### src/rtl/cache_refill_ctrl.sv
// cache_refill_ctrl: data-cache miss handler.
// On a miss it writes back the dirty victim block (if any), fetches the
// missing block from memory and presents it to the cache as a one-cycle
// fill. The pipeline is stalled for the whole transaction.
//
// Ports
//   clk, rst_n      clock (rising edge), asynchronous active-low reset
//   miss, dirty     lookup missed / victim is dirty (sampled in IDLE only)
//   miss_addr       address of the missing access
//   victim_addr     victim block address
//   victim_data     victim block contents
//   stall           freeze pipeline (combinational)
//   fill_valid      one-cycle fill strobe, fill_addr / fill_data valid
//   mem_req/mem_we  memory request, 1 = block write, 0 = block read
//   mem_addr        block-aligned memory address
//   mem_wdata       write-back block
//   mem_ack         memory completes current request this cycle
//   mem_rdata       read block, valid with mem_ack on a read
//   bus_err         sticky: a memory request timed out
//   miss_cnt/wb_cnt free-running miss and write-back counters
module cache_refill_ctrl #(
   parameter int DATA_WIDTH  = 32,
   parameter int BLOCK_WIDTH = 4*DATA_WIDTH,
   parameter int TIMEOUT     = 64
)(
   input  logic                   clk,
   input  logic                   rst_n,
   input  logic                   miss,
   input  logic                   dirty,
   input  logic [DATA_WIDTH-1:0]  miss_addr,
   input  logic [DATA_WIDTH-1:0]  victim_addr,
   input  logic [BLOCK_WIDTH-1:0] victim_data,
   output logic                   stall,
   output logic                   fill_valid,
   output logic [DATA_WIDTH-1:0]  fill_addr,
   output logic [BLOCK_WIDTH-1:0] fill_data,
   output logic                   mem_req,
   output logic                   mem_we,
   output logic [DATA_WIDTH-1:0]  mem_addr,
   output logic [BLOCK_WIDTH-1:0] mem_wdata,
   input  logic                   mem_ack,
   input  logic [BLOCK_WIDTH-1:0] mem_rdata,
   output logic                   bus_err,
   output logic [31:0]            miss_cnt,
   output logic [31:0]            wb_cnt
);

   typedef enum logic [1:0] {IDLE, WB, FETCH, FILL} state_t;

   // Miss context captured in IDLE; busy-time input changes never reach it.
   typedef struct packed {
      logic [DATA_WIDTH-1:0]  maddr;
      logic [DATA_WIDTH-1:0]  vaddr;
      logic [BLOCK_WIDTH-1:0] vdata;
   } miss_ctx_t;

   // Last wait count before abort; unused when TIMEOUT is 0.
   localparam logic [31:0] TO_LAST = (TIMEOUT == 0) ? 32'd0 : 32'(TIMEOUT - 1);

   state_t    state, state_nx;
   miss_ctx_t ctx;
   logic [31:0] wait_cnt;
   logic        busy, timeout_hit, enter_req;

   function automatic logic [DATA_WIDTH-1:0] blk_align(input logic [DATA_WIDTH-1:0] a);
      return {a[DATA_WIDTH-1:4], 4'h0};
   endfunction

   assign busy        = (state == WB) || (state == FETCH);
   // Abort on the TIMEOUT-th consecutive un-acked request cycle.
   assign timeout_hit = (TIMEOUT != 0) && busy && !mem_ack && (wait_cnt == TO_LAST);
   assign enter_req   = (state_nx != state) && ((state_nx == WB) || (state_nx == FETCH));

   assign stall      = (state == IDLE) ? miss : 1'b1;
   assign fill_valid = (state == FILL);
   assign mem_wdata  = ctx.vdata;

   always_comb begin
      state_nx = state;
      mem_req  = 1'b0;
      mem_we   = 1'b0;
      mem_addr = ctx.maddr;
      unique case (state)
         IDLE:  if (miss) state_nx = dirty ? WB : FETCH;
         WB: begin
            mem_req  = 1'b1;
            mem_we   = 1'b1;
            mem_addr = ctx.vaddr;
            if (mem_ack)          state_nx = FETCH;
            else if (timeout_hit) state_nx = IDLE;
         end
         FETCH: begin
            mem_req = 1'b1;
            if (mem_ack)          state_nx = FILL;
            else if (timeout_hit) state_nx = IDLE;
         end
         FILL:    state_nx = IDLE;
         default: state_nx = IDLE;
      endcase
   end

   always_ff @(posedge clk or negedge rst_n) begin
      if (!rst_n) begin
         state     <= IDLE;
         ctx       <= '0;
         wait_cnt  <= '0;
         fill_addr <= '0;
         fill_data <= '0;
         bus_err   <= 1'b0;
         miss_cnt  <= '0;
         wb_cnt    <= '0;
      end else begin
         state <= state_nx;
         if (state == IDLE && miss) begin
            ctx.maddr <= blk_align(miss_addr);
            ctx.vaddr <= blk_align(victim_addr);
            ctx.vdata <= victim_data;
            miss_cnt  <= miss_cnt + 32'd1;
            if (dirty) wb_cnt <= wb_cnt + 32'd1;
         end
         if (enter_req)           wait_cnt <= '0;
         else if (busy && !mem_ack) wait_cnt <= wait_cnt + 32'd1;
         if (state == FETCH && mem_ack) begin
            fill_data <= mem_rdata;
            fill_addr <= ctx.maddr;
         end
         if (timeout_hit) bus_err <= 1'b1;
      end
   end

endmodule

### config.mk
export PLATFORM = sky130hd
export DESIGN_NAME = cache_refill_ctrl
export DESIGN_NICKNAME = d
export VERILOG_FILES = /design/src/rtl/cache_refill_ctrl.sv
export SDC_FILE = /design/constraint.sdc
export NUM_CORES = 1
export LEC_CHECK = 0
export BUFFER_PORTS_ARGS = -buffer_cell sky130_fd_sc_hd__buf_4
export CORE_AREA = 2 2 280 282
export CTS_CLUSTER_DIAMETER = 80
export DETAILED_ROUTE_END_ITERATION = 7
export DIE_AREA = 0 0 282 284
export SLEW_MARGIN = 10
export SYNTH_ARGS = -nofsm -noshare
export SYNTH_HDL_FRONTEND = slang
export SYNTH_SLANG_ARGS = --single-unit
### constraint.sdc
create_clock -name clk -period 2.8 [get_ports clk]
set_input_delay 0.14 -clock clk [delete_from_list [all_inputs] [get_ports clk]]
set_output_delay 0.14 -clock clk [all_outputs]
set_load 0.01 [all_outputs]
# --- Word level (Yosys, flattened, before mapping) ---
# Cells that the tools add are included.
classes:
  reduce_logical: 12
  n_eq_ne: 7
  add_sub_neg: 3
  mux: 12
ops:
  columns: ["cell", "n"]
  rows:
  - ["adder 32 x 1 -> 32 bit (second input constant)", 3]
  - ["2-to-1 mux 32 bit", 3]
  - ["equality test 32 x 6 -> 1 bit (second input constant)", 1]
  - ["2-to-1 mux 2 bit", 5]
  - ["case mux 2 bit (4 select lines)", 1]
  - ["equality test 2 bit (second input constant)", 3]
  - ["logical AND 1 bit", 5]
  - ["equality test 2 x 1 -> 1 bit (second input constant)", 2]
  - ["2-to-1 mux 1 bit", 3]
  - ["logical NOT 2 bit", 1]
  - ["logical OR 1 bit", 2]
  - ["!= test 2 bit", 1]
  - ["AND reduction 2 bit", 1]
  - ["nonzero test 2 bit", 1]
  - ["OR reduction 2 bit", 1]
  - ["logical NOT 1 bit", 1]
totals:
  input_bits: 325
  out_inout_bits: 389
  regBits: 439

# --- Logic depth before layout (Yosys ltp) ---
# Gate-level depths: netlist of the first run.
logic_depth:
  ltp_word: 11
  mapped_depth: 10
  ltp_nobuf: 8

# --- Least setup slack after synthesis of the first run ---
# OpenSTA, ideal clock, no wires.
synth_path:
  path_type: "register to register"
  from: "reg state[1]"
  to: "reg wait_cnt[28]"
  arrival_time_ns: 2.145
  setup_ns: 0.122
  slack_ns: 0.533
  required_time_ns: 2.678
  stages_incl_launch_ff: 9
  synth_period_minus_slack_ns: 2.267
  cell_sequence: "dfrtp_1 > inv_1 > ha_1 > nand3b_4 > nor4_4 > and4_1 > nand4_1 > xor2_1 > nor2_4"
synth_between:
  elab_chain_len: 11
  word_cells_on_any_way: 19
  cone_classes: "eq/ne (6); mux (6); reduce/logical (7)"
synth_lines:
  columns: ["item", "line", "rtl"]
  rows:
  - ["from (decl)", "60", "state_t state, state_nx;"]
  - ["from (signal assigned)", "113", "state <= state_nx;"]
  - ["equality test 2 x 1 -> 1 bit / equality test 2 bit (equally long branches)", "69, 83", null]
  - ["logical OR 1 bit", "69", "assign busy = (state == WB) || (state == FETCH);"]
  - ["logical AND 1 bit", "71, 122", null]
  - ["logical AND 1 bit", "71", "assign timeout_hit = (TIMEOUT != 0) && busy && !mem_ack && (wait_cnt == TO_LAST);"]
  - ["2-to-1 mux 2 bit", "90, 95", null]
  - ["2-to-1 mux 2 bit (on tied branches)", "94, 89", null]
  - ["case mux 2 bit (4 select lines)", "83", "unique case (state)"]
  - ["equality test 2 x 1 -> 1 bit / equality test 2 bit (equally long branches)", "72", "assign enter_req = (state_nx != state) && ((state_nx == WB) || (state_nx == FETCH));"]
  - ["logical OR 1 bit", "72", null]
  - ["logical AND 1 bit", "72", null]
  - ["2-to-1 mux 32 bit / nonzero test 2 bit (equally long branches)", null, null]
  - ["to (signal assigned)", "122", "else if (busy && !mem_ack) wait_cnt <= wait_cnt + 32'd1;"]
  - ["to (decl)", "62", "logic [31:0] wait_cnt;"]
# Several ways; a longest one is shown, not always the timed one.
# A chain may end at the register's enable or synchronous reset.

# --- Final worst setup path of the first run ---
layout_path:
  from: "reg state[1]"
  to: "out mem_addr[8]"
layout_between:
  elab_chain_len: 2
layout_lines:
  columns: ["item", "line", "rtl"]
  rows:
  - ["equality test 2 x 1 -> 1 bit", "83", null]
  - ["2-to-1 mux 32 bit", "83", null]
  - ["to (decl)", "39", "output logic [DATA_WIDTH-1:0] mem_addr,"]
# Every way passes these cells.

==> results of run 1 <==
[Yosys cell counts (all sizes together), types with 2 or more instances]
library cell    n  share of area (%)
nor3            4               0.17
buf           148                6.0
mux2          186                 11
ha              8               0.53
and3           13               0.43
dfrtp         439                 58
nor2b           2              0.066
nand3          33               0.88
xor2           34                1.6
nand2         595                 12
a211oi          2              0.080
nor2           50                2.2
inv             6               0.12
nand4          26               0.90
xnor2          59                2.7
and4           16               0.74
nor4            9               0.46
clkbuf         59                1.2
and2            4               0.13
[metal layers]
layer | vias up | share of wire, % | global-route usage [%]
li1 | 7185 | - | -
met1 | 7260 | 40 | 17.63
met2 | 428 | 51 | 25.85
met3 | 125 | 5.3 | 2.849
met4 | 4 | 3.6 | 5.838
met5 | - | 0.048 | 0
[state kept, by name, indices dropped and copies added (netlist names)]
register,flops
wb_cnt,32
state,2
ctx,56
fill_addr,28
bus_err,1
wait_cnt,32
fill_data,128
miss_cnt,32
mem_wdata,128
[cell usage in the layout (no fill, tap or decap), types with 13 or more instances in the layout]
| cell | instances |
|---|---|
| dfrtp_1 | 439 |
| buf_4 | 718 |
| nand3_1 | 33 |
| buf_12 | 15 |
| xnor2_1 | 59 |
| and4_1 | 16 |
| nor2_1 | 20 |
| dlygate4sd3_1 | 315 |
| clkbuf_16 | 53 |
| and3_1 | 13 |
| nand2_1 | 593 |
| mux2_2 | 185 |
| nor2_4 | 29 |
| nand4_1 | 25 |
| xor2_1 | 34 |
[worst min-delay path by stage]
stage | slack (ps) | from | end | depth (start not counted)
2_1_floorplan | -160 | rst_n | bus_err$_DFFE_PN0P_ | 0
3_3_place_gp | 150 | rst_n | mem_wdata[28]$_DFFE_PN0P_ | 1
3_5_place_dp | 150 | rst_n | mem_wdata[29]$_DFFE_PN0P_ | 1
4_1_cts | 30 | miss | state[0]$_DFF_PN0_ | 3
5_1_grt | 100 | mem_ack | wait_cnt[0]$_DFFE_PN0P_ | 4
6_report | 80 | mem_ack | wait_cnt[1]$_DFFE_PN0P_ | 4
[cell families (layout without fill, tap and decap cells)]
kind of cell | after synthesis | after routing | share of synthesized area [%]
compound gates | 9 | 9 | 0.3387
flops | 439 | 439 | 58.31
xor+xnor | 93 | 93 | 4.323
fa+ha+maj | 8 | 8 | 0.5313
mux | 187 | 187 | 11.19
other cells | 1 | 13 | 0.01990
simple gates | 756 | 756 | 18.00
buf+inv | 213 | 1150 | 7.285
[repair_timing]
action,in CTS,in global routing
hold buffers,315,0
buffers inserted,0,0
endpoints found under the setup margin,0,32
gates resized for setup,0,1
hold endpoints to repair,493,0
[through the flow]
step / cells / instance area, µm² / setup WS [ps] / hold WS, ps / total power [mW]
4_1_cts: 3690 / 29490 / 43.29 / 27.75 / 29.11
2_1_floorplan: 1713 / 18870 / 533.3 / -155.6 / 16.77
5_1_grt: 3695 / 29520 / 18.36 / 102.2 / 30.55
3_5_place_dp: 3280 / 24540 / 75.47 / 147.9 / 21.48
6_report: 3695 / 29520 / 164.0 / 81.00 / 28.81
3_3_place_gp: 3280 / 24540 / 85.36 / 145.7 / 21.33
[worst max-delay path: cells and delay by family (launching register included)]
| kind | cells | cell delay [ps] |
|---|---|---|
| buffers and inverters | 3 | 740 |
| muxes | 1 | 430 |
| DFF | 1 | 370 |
| adders and majority gates | 1 | 330 |
[power by group through the flow]
stage	combinational [mW]	clock (mW)	sequential (mW)
final	11.3	7.09	10.4
after global routing	12.3	7.55	10.7
after CTS	11.4	7.31	10.4
after detailed placement	11.1	0	10.4
after global placement	11.0	0	10.4
after floorplan	6.12	0	10.6
[cell type report]
cell class              instances  area (µm²)  share of cell area, %
multi-input cells            1061        6540                  22.16
clock inverters                19       272.8                 0.9241
flip-flops and latches        439       10990                  37.22
clock buffers                  76        1523                  5.159
inverters                       6       22.52                0.07630
diodes                          5       12.51                0.04239
repair buffers               1049        8859                  30.01
well taps                    1040        1301                  4.409
==> results.md, run 1 <==
* Vias in the first global route at 16180
* Sequence of cells on the critical path: inv_1 -> ha_2 -> buf_4 -> mux2_2 -> buf_4
* Startpoint Class: flip-flop
* Final min period at 2636 ps
* Final period util at 94.14%
* RSZ-0062 raised after global routing: no
* Cell count after synthesis at 1706
* Initial Utilization at 24.48%
* Status: completed
* Synth warnings at 0
* Vias per cell at 4.060
* Critical Path RT at 2660 ps
* DRC viols at 0
* GP Congestion at 0.8136
* Skew-Pair Late Insertion Delay at 590 ps
* GR Overflow Total at 0
* Deepest clock path buffer count at 3
* Core Rows at 102
* Core region area at 76960 µm²
* Async SR Flop Fraction at 100.0%
* Worst min path class: input port to flip-flop
* Slew Limit Fails at 0
* Wire length per cell at 16.34 µm
* CP Capture Point: mem_addr[8]
* Post-DP HPWL at 42070 µm
* Slew at the pin closest to its max-slew limit at 625.9 ps
* First-pass GRT wire length at 93160 µm
* Register area share after synthesis at 58.31%
* Overall Global Routing Usage at 14.75%
* Share of layout cells above drive strength 1 at 39.32%
* Worst EP arrival at 2500 ps
* Finish-stage setup viols at 0
* CP Launch Point: state[1]$_DFF_PN0_
* Initial antenna violation count at 7
* Final core utilization at 38.35%
* Synth Cell Area at 18840 µm²
* Clk pwr share at 24.6%
* Most used DFF post-synth: dfrtp_1
* FILL cells at 7405
* Die height at 284 µm
* Die area at 80090 µm²
* Power share of the combinational group at 39.4%
* Final Hold Viols at 0
* Setup Crit Path Kind: flip-flop to output pin
* Initial DRC count at 712
* PwrDens at 976.0 nW/µm²
* Root buf cell: clkbuf_16
* Setup TNS at 0 ps
* Worst slew margin at 58.28%
* Sw Share at 34.18%
* CTS H-Tree Depth at 2
* Power share of the sequential group at 36.0%
* NetSw at 9.847 mW
* Worst-path clk slew at 60 ps
* Pint at 18.96 mW
* Routed Antenna Nets at 0
* Num CTS Buffers at 52
* Crit path largest cell delay at 460 ps
* I/O pins at 714
* Largest net degree at the start of global routing at 99
* Library cells used by synthesis at 41
* EDFF count, synth at 0
* Clock Skew at 37.07 ps
* Drt first pass iters at 5
* Worst reg-to-reg setup slack at 280 ps
* I/O Buffers at 697
* Sink Count at 439
* Final WL at 60360 µm
* CP Capture Type: output pin
* Final #Nets at 2942
* Syn avg cell area at 11.04 µm²
* Worst reg-to-reg path cell count at 8
* RR Startpoint: state[0]$_DFF_PN0_
* CTS tree: done
* Die width at 282 µm
* Max Fclk at 379.4 MHz
* Area Growth Syn to Fin at 56.66%
* CP most frequent cell: buf_4
* DR vias at 15000
* Leak at 14.61 nW
* Reg2Reg Capture Point: wait_cnt[19]$_DFFE_PN0P_
* Peak supply drop at 0.0006587 V
* Biggest fanout along the worst timing path at 26
* Slowest cell on crit path: buf_4
* Synthesis-stage register bit count at 439
* Max_cap viols at 0
No activity file was read; power rests on OpenSTA's default activity.
==> run 2, diff against run 1 <==
--- a/config.mk
+++ b/config.mk
@@ -7,9 +7,11 @@
 export LEC_CHECK = 0
 export BUFFER_PORTS_ARGS = -buffer_cell sky130_fd_sc_hd__buf_4
 export CORE_AREA = 2 2 280 282
+export CTS_BUF_LIST = sky130_fd_sc_hd__clkbuf_4
 export CTS_CLUSTER_DIAMETER = 80
 export DETAILED_ROUTE_END_ITERATION = 7
 export DIE_AREA = 0 0 282 284
+export SKIP_LAST_GASP = 1
 export SLEW_MARGIN = 10
 export SYNTH_ARGS = -nofsm -noshare
 export SYNTH_HDL_FRONTEND = slang
==> results.md, run 2 <==
* Post-DP HPWL at 42070 µm (unchanged)
* Root buf cell: clkbuf_4
* Post-CTS setup repair buffer count at 2 (+2)
* Async SR Flop Fraction at 100.0% (unchanged)
* Most frequent cell after synthesis: nand2_1
* Commonest cells in the netlist: 595 x nand2_1, 439 x dfrtp_1, 185 x mux2_2, 139 x buf_4
* Placement Setup Slack at 75.47 ps (unchanged)
* CTS H-Tree Depth at 4 (+2)
* Synth Cell Area at 18840 µm² (unchanged)
* Synth area leaders: dfrtp_1 58%, nand2_1 12%, mux2_2 11%
* Syn avg cell area at 11.04 µm² (unchanged)
* Synth warnings at 0 (unchanged)
* First Error: [ERROR RSZ-0060] Max buffer count reached.
* Stopped at: clock tree synthesis
* Area leader, netlist: dfrtp_1
* Cell count after synthesis at 1706 (unchanged)
* CTS Hold Bufs at 704 (+120%)
* Core Rows at 102 (unchanged)
* Num CTS Buffers at 132 (+150%)
* Status: stopped before the end
* Register area share after synthesis at 58.31% (unchanged)
* Initial Utilization at 24.48% (unchanged)
* I/O pins at 714 (unchanged)
* Post-cts sizing count at 5 (+5)
* I/O Buffers at 697 (unchanged)
* Most used DFF post-synth: dfrtp_1
* Synth top area share at 58.31% (unchanged)
* EDFF count, synth at 0 (unchanged)
* Synthesis-stage register bit count at 439 (unchanged)
* Deepest clock path buffer count at 3 (unchanged)
* GP Congestion at 0.8136 (unchanged)
* Die height at 284 µm (unchanged)
* Die width at 282 µm (unchanged)
* Library cells used by synthesis at 41 (unchanged)
* Sink Count at 439 (unchanged)
==> run 2: kinds of logic after synthesis <==
family / Yosys count / share of synthesized area, %
simple gates: 756 / 18.00
mux: 187 / 11.19
other cells: 1 / 0.01990
flops: 439 / 58.31
xor+xnor: 93 / 4.323
compound gates: 9 / 0.3387
fa+ha+maj: 8 / 0.5313
buf+inv: 213 / 7.285
==> run 2: metrics by stage <==
| step | utilization [%] | area (µm²) | cells |
|---|---|---|---|
| after floorplan | - | 18870 | 1713 |
| after global placement | 31.89 | 24540 | 3280 |
| after detailed placement | 31.89 | 24540 | 3280 |
==> run 3, diff against run 2 <==
--- a/config.mk
+++ b/config.mk
@@ -6,11 +6,10 @@
 export NUM_CORES = 1
 export LEC_CHECK = 0
 export BUFFER_PORTS_ARGS = -buffer_cell sky130_fd_sc_hd__buf_4
-export CORE_AREA = 2 2 280 282
-export CTS_BUF_LIST = sky130_fd_sc_hd__clkbuf_4
-export CTS_CLUSTER_DIAMETER = 80
+export CORE_AREA = 2 2 281 283
 export DETAILED_ROUTE_END_ITERATION = 7
-export DIE_AREA = 0 0 282 284
+export DIE_AREA = 0 0 283 285
+export PLACE_DENSITY_LB_ADDON = 0.15
 export SKIP_LAST_GASP = 1
 export SLEW_MARGIN = 10
 export SYNTH_ARGS = -nofsm -noshare
==> results.md, run 3 (synthesis results as in run 1) <==
* Status: completed
* DR vias at 15040
* First-pass GRT wire length at 97410 µm
* Worst-path clk slew at 60 ps
* Slew at the pin closest to its max-slew limit at 1045 ps
* Crit path largest cell delay at 540 ps
* Root buf cell: clkbuf_16
* Vias per cell at 4.070
* GP Congestion at 0.7931 (-2.5%)
* Clock Skew at 25.51 ps
* Post-DP HPWL at 45040 µm (+7.1%)
* CTS tree: done
* Initial antenna violation count at 4
* Worst path buffer plus inverter count at 1
* Die area at 80660 µm²
* Power share of the sequential group at 36.4%
* Final #Nets at 2934
* Die height at 285 µm (+0.35%)
* Slew Limit Fails at 0
* Num CTS Buffers at 54 (-59%)
* Max_cap viols at 0
* DRC viols at 0
* NetSw at 9.914 mW
* Final period util at 91.06%
* Startpoint Class: flip-flop
* Register Area at 10990 µm²
* Drt first pass iters at 4
* PwrDens at 972.1 nW/µm²
* Clk pwr share at 24.1%
* Power share of the combinational group at 39.5%
* Initial DRC count at 617
* Final core utilization at 37.62%
* Worst min path class: input port to flip-flop
* Vias in the first global route at 16010
* CP Capture Type: flip-flop
* Slowest cell on crit path: mux2_8
* Sink Count at 439 (unchanged)
* Setup TNS at 0 ps
* Worst slew margin at 30.34%
* I/O Buffers at 697 (unchanged)
* CTS H-Tree Depth at 2 (-2)
* RSZ-0062 raised after global routing: no
* Final Hold Viols at 0
* Wire length per cell at 17.08 µm
* Critical Path RT at 3250 ps
* Die width at 283 µm (+0.35%)
* Worst EP arrival at 2990 ps
* Deepest clock path buffer count at 3 (unchanged)
* Multi-input logic area at 6540 µm²
* FILL cells at 7787
* Largest net degree at the start of global routing at 135
* Skew-Pair Late Insertion Delay at 600 ps
* Top delay family on crit path: simple AND/OR/NAND/NOR gates
* Pint at 18.60 mW
* Share of layout cells above drive strength 1 at 39.02%
* Sequence of cells on the critical path: inv_1 -> ha_1 -> nand3b_4 -> nor3_4 -> and4_1 -> a2bb2oi_1 -> mux2_8 -> nor2b_1
* Routed Antenna Nets at 0
* I/O pins at 714 (unchanged)
* Final WL at 63140 µm
* Core region area at 77970 µm²
* Most frequent cells in the layout: 712 x buf_4, 593 x nand2_1, 439 x dfrtp_1
* Placed cell count at 3280 (unchanged)
* Final Non-Filler Cells at 3696
* GR Overflow Total at 0
* Peak supply drop at 0.0006076 V
* Sw Share at 34.77%
* Final min period at 2550 ps
* Area Growth Syn to Fin at 55.70%
* Max Fclk at 392.2 MHz
* Commonest non-fill, non-tap cell in the layout: buf_4
* Leak at 14.52 nW
* Overall Global Routing Usage at 15.25%
* Initial Utilization at 24.16% (-0.32 points)
* Setup Crit Path Kind: flip-flop to flip-flop
* Biggest fanout along the worst timing path at 32
* Core Rows at 103 (+0.98%)
* Finish-stage setup viols at 0
run 3: cell type report:
type                            instances  area share, %
Sequential cell                       439          37.45
Multi-Input combinational cell       1061          22.29
Clock buffer                           85          5.588
Antenna cell                            4        0.03412
Clock inverter                         12         0.3370
Timing Repair Buffer                 1039          29.74
Inverter                                6        0.07678
Tap cell                             1050          4.479
run 3: repair_timing:
action                                 in CTS  in global routing
setup endpoints to repair                   2                  7
hold buffers                              315                  0
setup buffers                               0                  0
resized for setup                           1                  1
endpoints found under the hold margin     379                  0
run 3: power groups by stage:
stage | sequential, mW | clock [mW] | combinational, mW
after floorplan | 10.6 | 0 | 6.12
after global placement | 10.4 | 0 | 11.0
after detailed placement | 10.5 | 0 | 11.1
after CTS | 10.4 | 7.14 | 11.5
after global routing | 10.7 | 7.40 | 12.2
final | 10.4 | 6.88 | 11.3
run 3: worst min-delay path, stage by stage:
cell and delay [ps]:
buf_4 130, nor2b_1 100, mux2i_1 170, nor2_4 80
run 3: stage by stage:
step / area, µm² / power [mW] / hold slack (ps) / setup WS, ps
final: 29330 / 28.52 / 78.39 / 250.3
after global routing: 29330 / 30.32 / 67.84 / 101.4
after CTS: 29320 / 29.06 / 33.83 / 53.50
after detailed placement: 24420 / 21.57 / 233.7 / -13.41
after global placement: 24420 / 21.39 / 230.8 / 84.95
after floorplan: 18870 / 16.77 / -155.6 / 533.3
run 3: routing by layer:
| layer | routed length, µm | GRT usage, % | vias to the layer above |
|---|---|---|---|
| met5 | 22 | 0 | - |
| met2 | 32090 | 27.10 | 402 |
| met1 | 25570 | 18.10 | 7368 |
| met4 | 2258 | 5.465 | 4 |
| li1 | - | - | 7150 |
| met3 | 3203 | 3.256 | 120 |
run 3: final timing paths:
| kind | cells after the start | to | slack, ps | start |
|---|---|---|---|---|
| setup / recovery | 8 | wait_cnt[19]$_DFFE_PN0P_ | 250 | state[0]$_DFF_PN0_ |
| hold / removal | 4 | wait_cnt[1]$_DFFE_PN0P_ | 80 | mem_ack |
| setup reg to reg | 8 | wait_cnt[19]$_DFFE_PN0P_ | 250 | state[0]$_DFF_PN0_ |
| min in group asynchronous | 2 | ctx[169]$_DFFE_PN0P_ | 200 | rst_n |
| max in group asynchronous | 3 | mem_wdata[44]$_DFFE_PN0P_ | 1760 | rst_n |
| hold reg to reg | 2 | ctx[139]$_DFFE_PN0P_ | 470 | ctx[139]$_DFFE_PN0P_ |
==> run 4, diff against run 3 <==
--- a/config.mk
+++ b/config.mk
@@ -6,9 +6,9 @@
 export NUM_CORES = 1
 export LEC_CHECK = 0
 export BUFFER_PORTS_ARGS = -buffer_cell sky130_fd_sc_hd__buf_4
-export CORE_AREA = 2 2 281 283
+export CORE_AREA = 2 2 280 282
 export DETAILED_ROUTE_END_ITERATION = 7
-export DIE_AREA = 0 0 283 285
+export DIE_AREA = 0 0 282 284
 export PLACE_DENSITY_LB_ADDON = 0.15
 export SKIP_LAST_GASP = 1
 export SLEW_MARGIN = 10
==> results.md, run 4 (synthesis results as in run 1) <==
* Die height at 284 µm (-0.35%)
* CTS H-Tree Depth at 2 (unchanged)
* Worst slew margin at 36.93% (+6.6 points)
* I/O Buffers at 697 (unchanged)
* Worst reg-to-reg path cell count at 9 (+1)
* Drt first pass iters at 4 (unchanged)
* Final WL at 63140 µm (unchanged)
* Setup TNS at 0 ps (unchanged)
* Core region area at 76960 µm² (-1.3%)
* Leak at 14.63 nW (+0.74%)
* Initial antenna violation count at 3 (-1)
* Share of layout cells above drive strength 1 at 39.34% (+0.32 points)
* CP Capture Type: output pin
* Final min period at 2601 ps (+50.87 ps)
* Initial Utilization at 24.48% (+0.32 points)
* Vias per cell at 4.038 (-0.78%)
* Max_cap viols at 0 (unchanged)
* Final #Nets at 2951 (+0.58%)
* Post-cts sizing count at 0 (-1)
* Wire length per cell at 17.07 µm (about the same)
* Largest net degree at the start of global routing at 187 (+39%)
* DRC viols at 0 (unchanged)
* Worst hold stages at 3 (-1)
* Skew-Pair Late Insertion Delay at 600 ps (about the same)
* PwrDens at 981.0 nW/µm² (+0.92%)
* GR Overflow Total at 0 (unchanged)
* Startpoint Class: flip-flop
* CTS tree: done
* Worst min path class: input port to flip-flop
* Clock Skew at 20.99 ps (-4.519 ps)
* Routed Antenna Nets at 0 (unchanged)
* Status: completed
* Slew at the pin closest to its max-slew limit at 946.0 ps (-98.94 ps)
* Slew Limit Fails at 0 (unchanged)
* Critical Path RT at 2660 ps (-590 ps)
* DR vias at 14930 (-0.73%)
* Sink Count at 439 (unchanged)
* Vias in the first global route at 16150 (+0.91%)
* Max Fclk at 384.5 MHz (-2.0%)
* Reg2Reg Capture Point: wait_cnt[24]$_DFFE_PN0P_
* Biggest fanout along the worst timing path at 24 (-25%)
* Peak supply drop at 0.0005402 V (-11%)
* Multi-input logic area at 6529 µm² (-0.17%)
* Initial DRC count at 534 (-13%)
* Die width at 282 µm (-0.35%)
* Overall Global Routing Usage at 15.41% (+0.16 points)
* Finish-stage setup viols at 0 (unchanged)
* Most frequent cells in the layout: 726 x buf_4, 593 x nand2_1, 439 x dfrtp_1
* Placed cell count at 3280 (unchanged)
* Final Non-Filler Cells at 3698 (+0.054%)
* Worst reg-to-reg setup slack at 220 ps (-30 ps)
* Hold Crit Endpoint: state[0]$_DFF_PN0_
* Hold_sp: miss
* Area Growth Syn to Fin at 56.58%
* FILL cells at 7703 (-1.1%)
* Die area at 80090 µm² (-0.70%)
* Core Rows at 102 (-0.97%)
* Final period util at 92.88% (+1.8 points)
* I/O pins at 714 (unchanged)
* Num CTS Buffers at 53 (-1.9%)
* RR Startpoint: state[1]$_DFF_PN0_
* Setup Crit Path Kind: flip-flop to output pin
* Post-DP HPWL at 45540 µm (+1.1%)
* GP Congestion at 0.7866 (-0.82%)
* Deepest clock path buffer count at 3 (unchanged)
* Worst-path clk slew at 50 ps (about the same)
* Commonest non-fill, non-tap cell in the layout: buf_4
* Root buf cell: clkbuf_16
* RSZ-0062 raised after global routing: no
* Final Hold Viols at 0 (unchanged)
* First-pass GRT wire length at 96050 µm (-1.4%)
* Worst EP arrival at 2460 ps (-530 ps)
* CP Launch Point: state[1]$_DFF_PN0_
* Register Area at 10990 µm² (unchanged)
## run 4: cell types whose count changed in the layout (fill, tap and decap cells not counted), moves of 2 or more
cell	previous run	this run
clkbuf_8	15	11
buf_12	10	14
diode_2	4	2
buf_4	712	726
bufinv_16	1	4
## run 4: worst max-delay path by stage
stage / to / depth (start not counted) / slack [ps]
final: mem_addr[18] / 5 / 200
after detailed placement: wait_cnt[24]$_DFFE_PN0P_ / 9 / 150
after CTS: mem_addr[18] / 5 / 110
after global placement: wait_cnt[23]$_DFFE_PN0P_ / 9 / 190
after global routing: wait_cnt[24]$_DFFE_PN0P_ / 9 / 60
after floorplan: wait_cnt[28]$_DFFE_PN0P_ / 8 / 530
## run 4: metrics by stage
step	total power, mW	util [%]	cell area, µm²	setup WS (ps)	hold WS, ps
detailed placement	21.80	31.88	24530	145.2	157.8
floorplan	16.77	-	18870	533.3	-155.6
finish	28.94	38.33	29500	199.5	82.46
global route	30.83	38.33	29500	55.11	53.91
CTS	29.35	38.26	29440	111.0	26.20
global placement	21.63	31.88	24530	189.7	144.7
## run 4: area by class of cell
class	instances	share of cell area [%]
multi-input cells	1061	22.13
well taps	1040	4.411
repair buffers	1057	30.20
inverters	6	0.07634
clock buffers	80	5.357
clock inverters	13	0.5726
flip-flops and latches	439	37.24
diodes	2	0.01696
## run 4: metal layers
metal	GRT usage, %	wire [µm]	vias up
met5	0	27	-
li1	-	-	7206
met2	27.89	32870	400
met3	3.351	3529	114
met1	17.72	24720	7210
met4	5.306	1994	4
## run 4: report_power, final
group / internal [mW] / leakage [nW] / total (mW) / switching (mW)
Combinational: 5.95 / 8.26 / 11.6 / 5.62
Sequential: 8.86 / 5.50 / 10.4 / 1.55
Clock: 4.22 / 0.866 / 6.97 / 2.75
Total: 19.0 / 14.6 / 28.9 / 9.91
## run 4: timing repair
item | CTS | global route
hold buffers | 316 | 0
setup endpoints to repair | 0 | 7
hold endpoints to repair | 382 | 0
setup buffers | 0 | 7
## run 4: worst max-delay path, cell delays in order (launching register included)
cell and delay (ps):
dfrtp_1 460, inv_1 160, ha_2 230, buf_4 410
mux2_2 400, buf_4 160
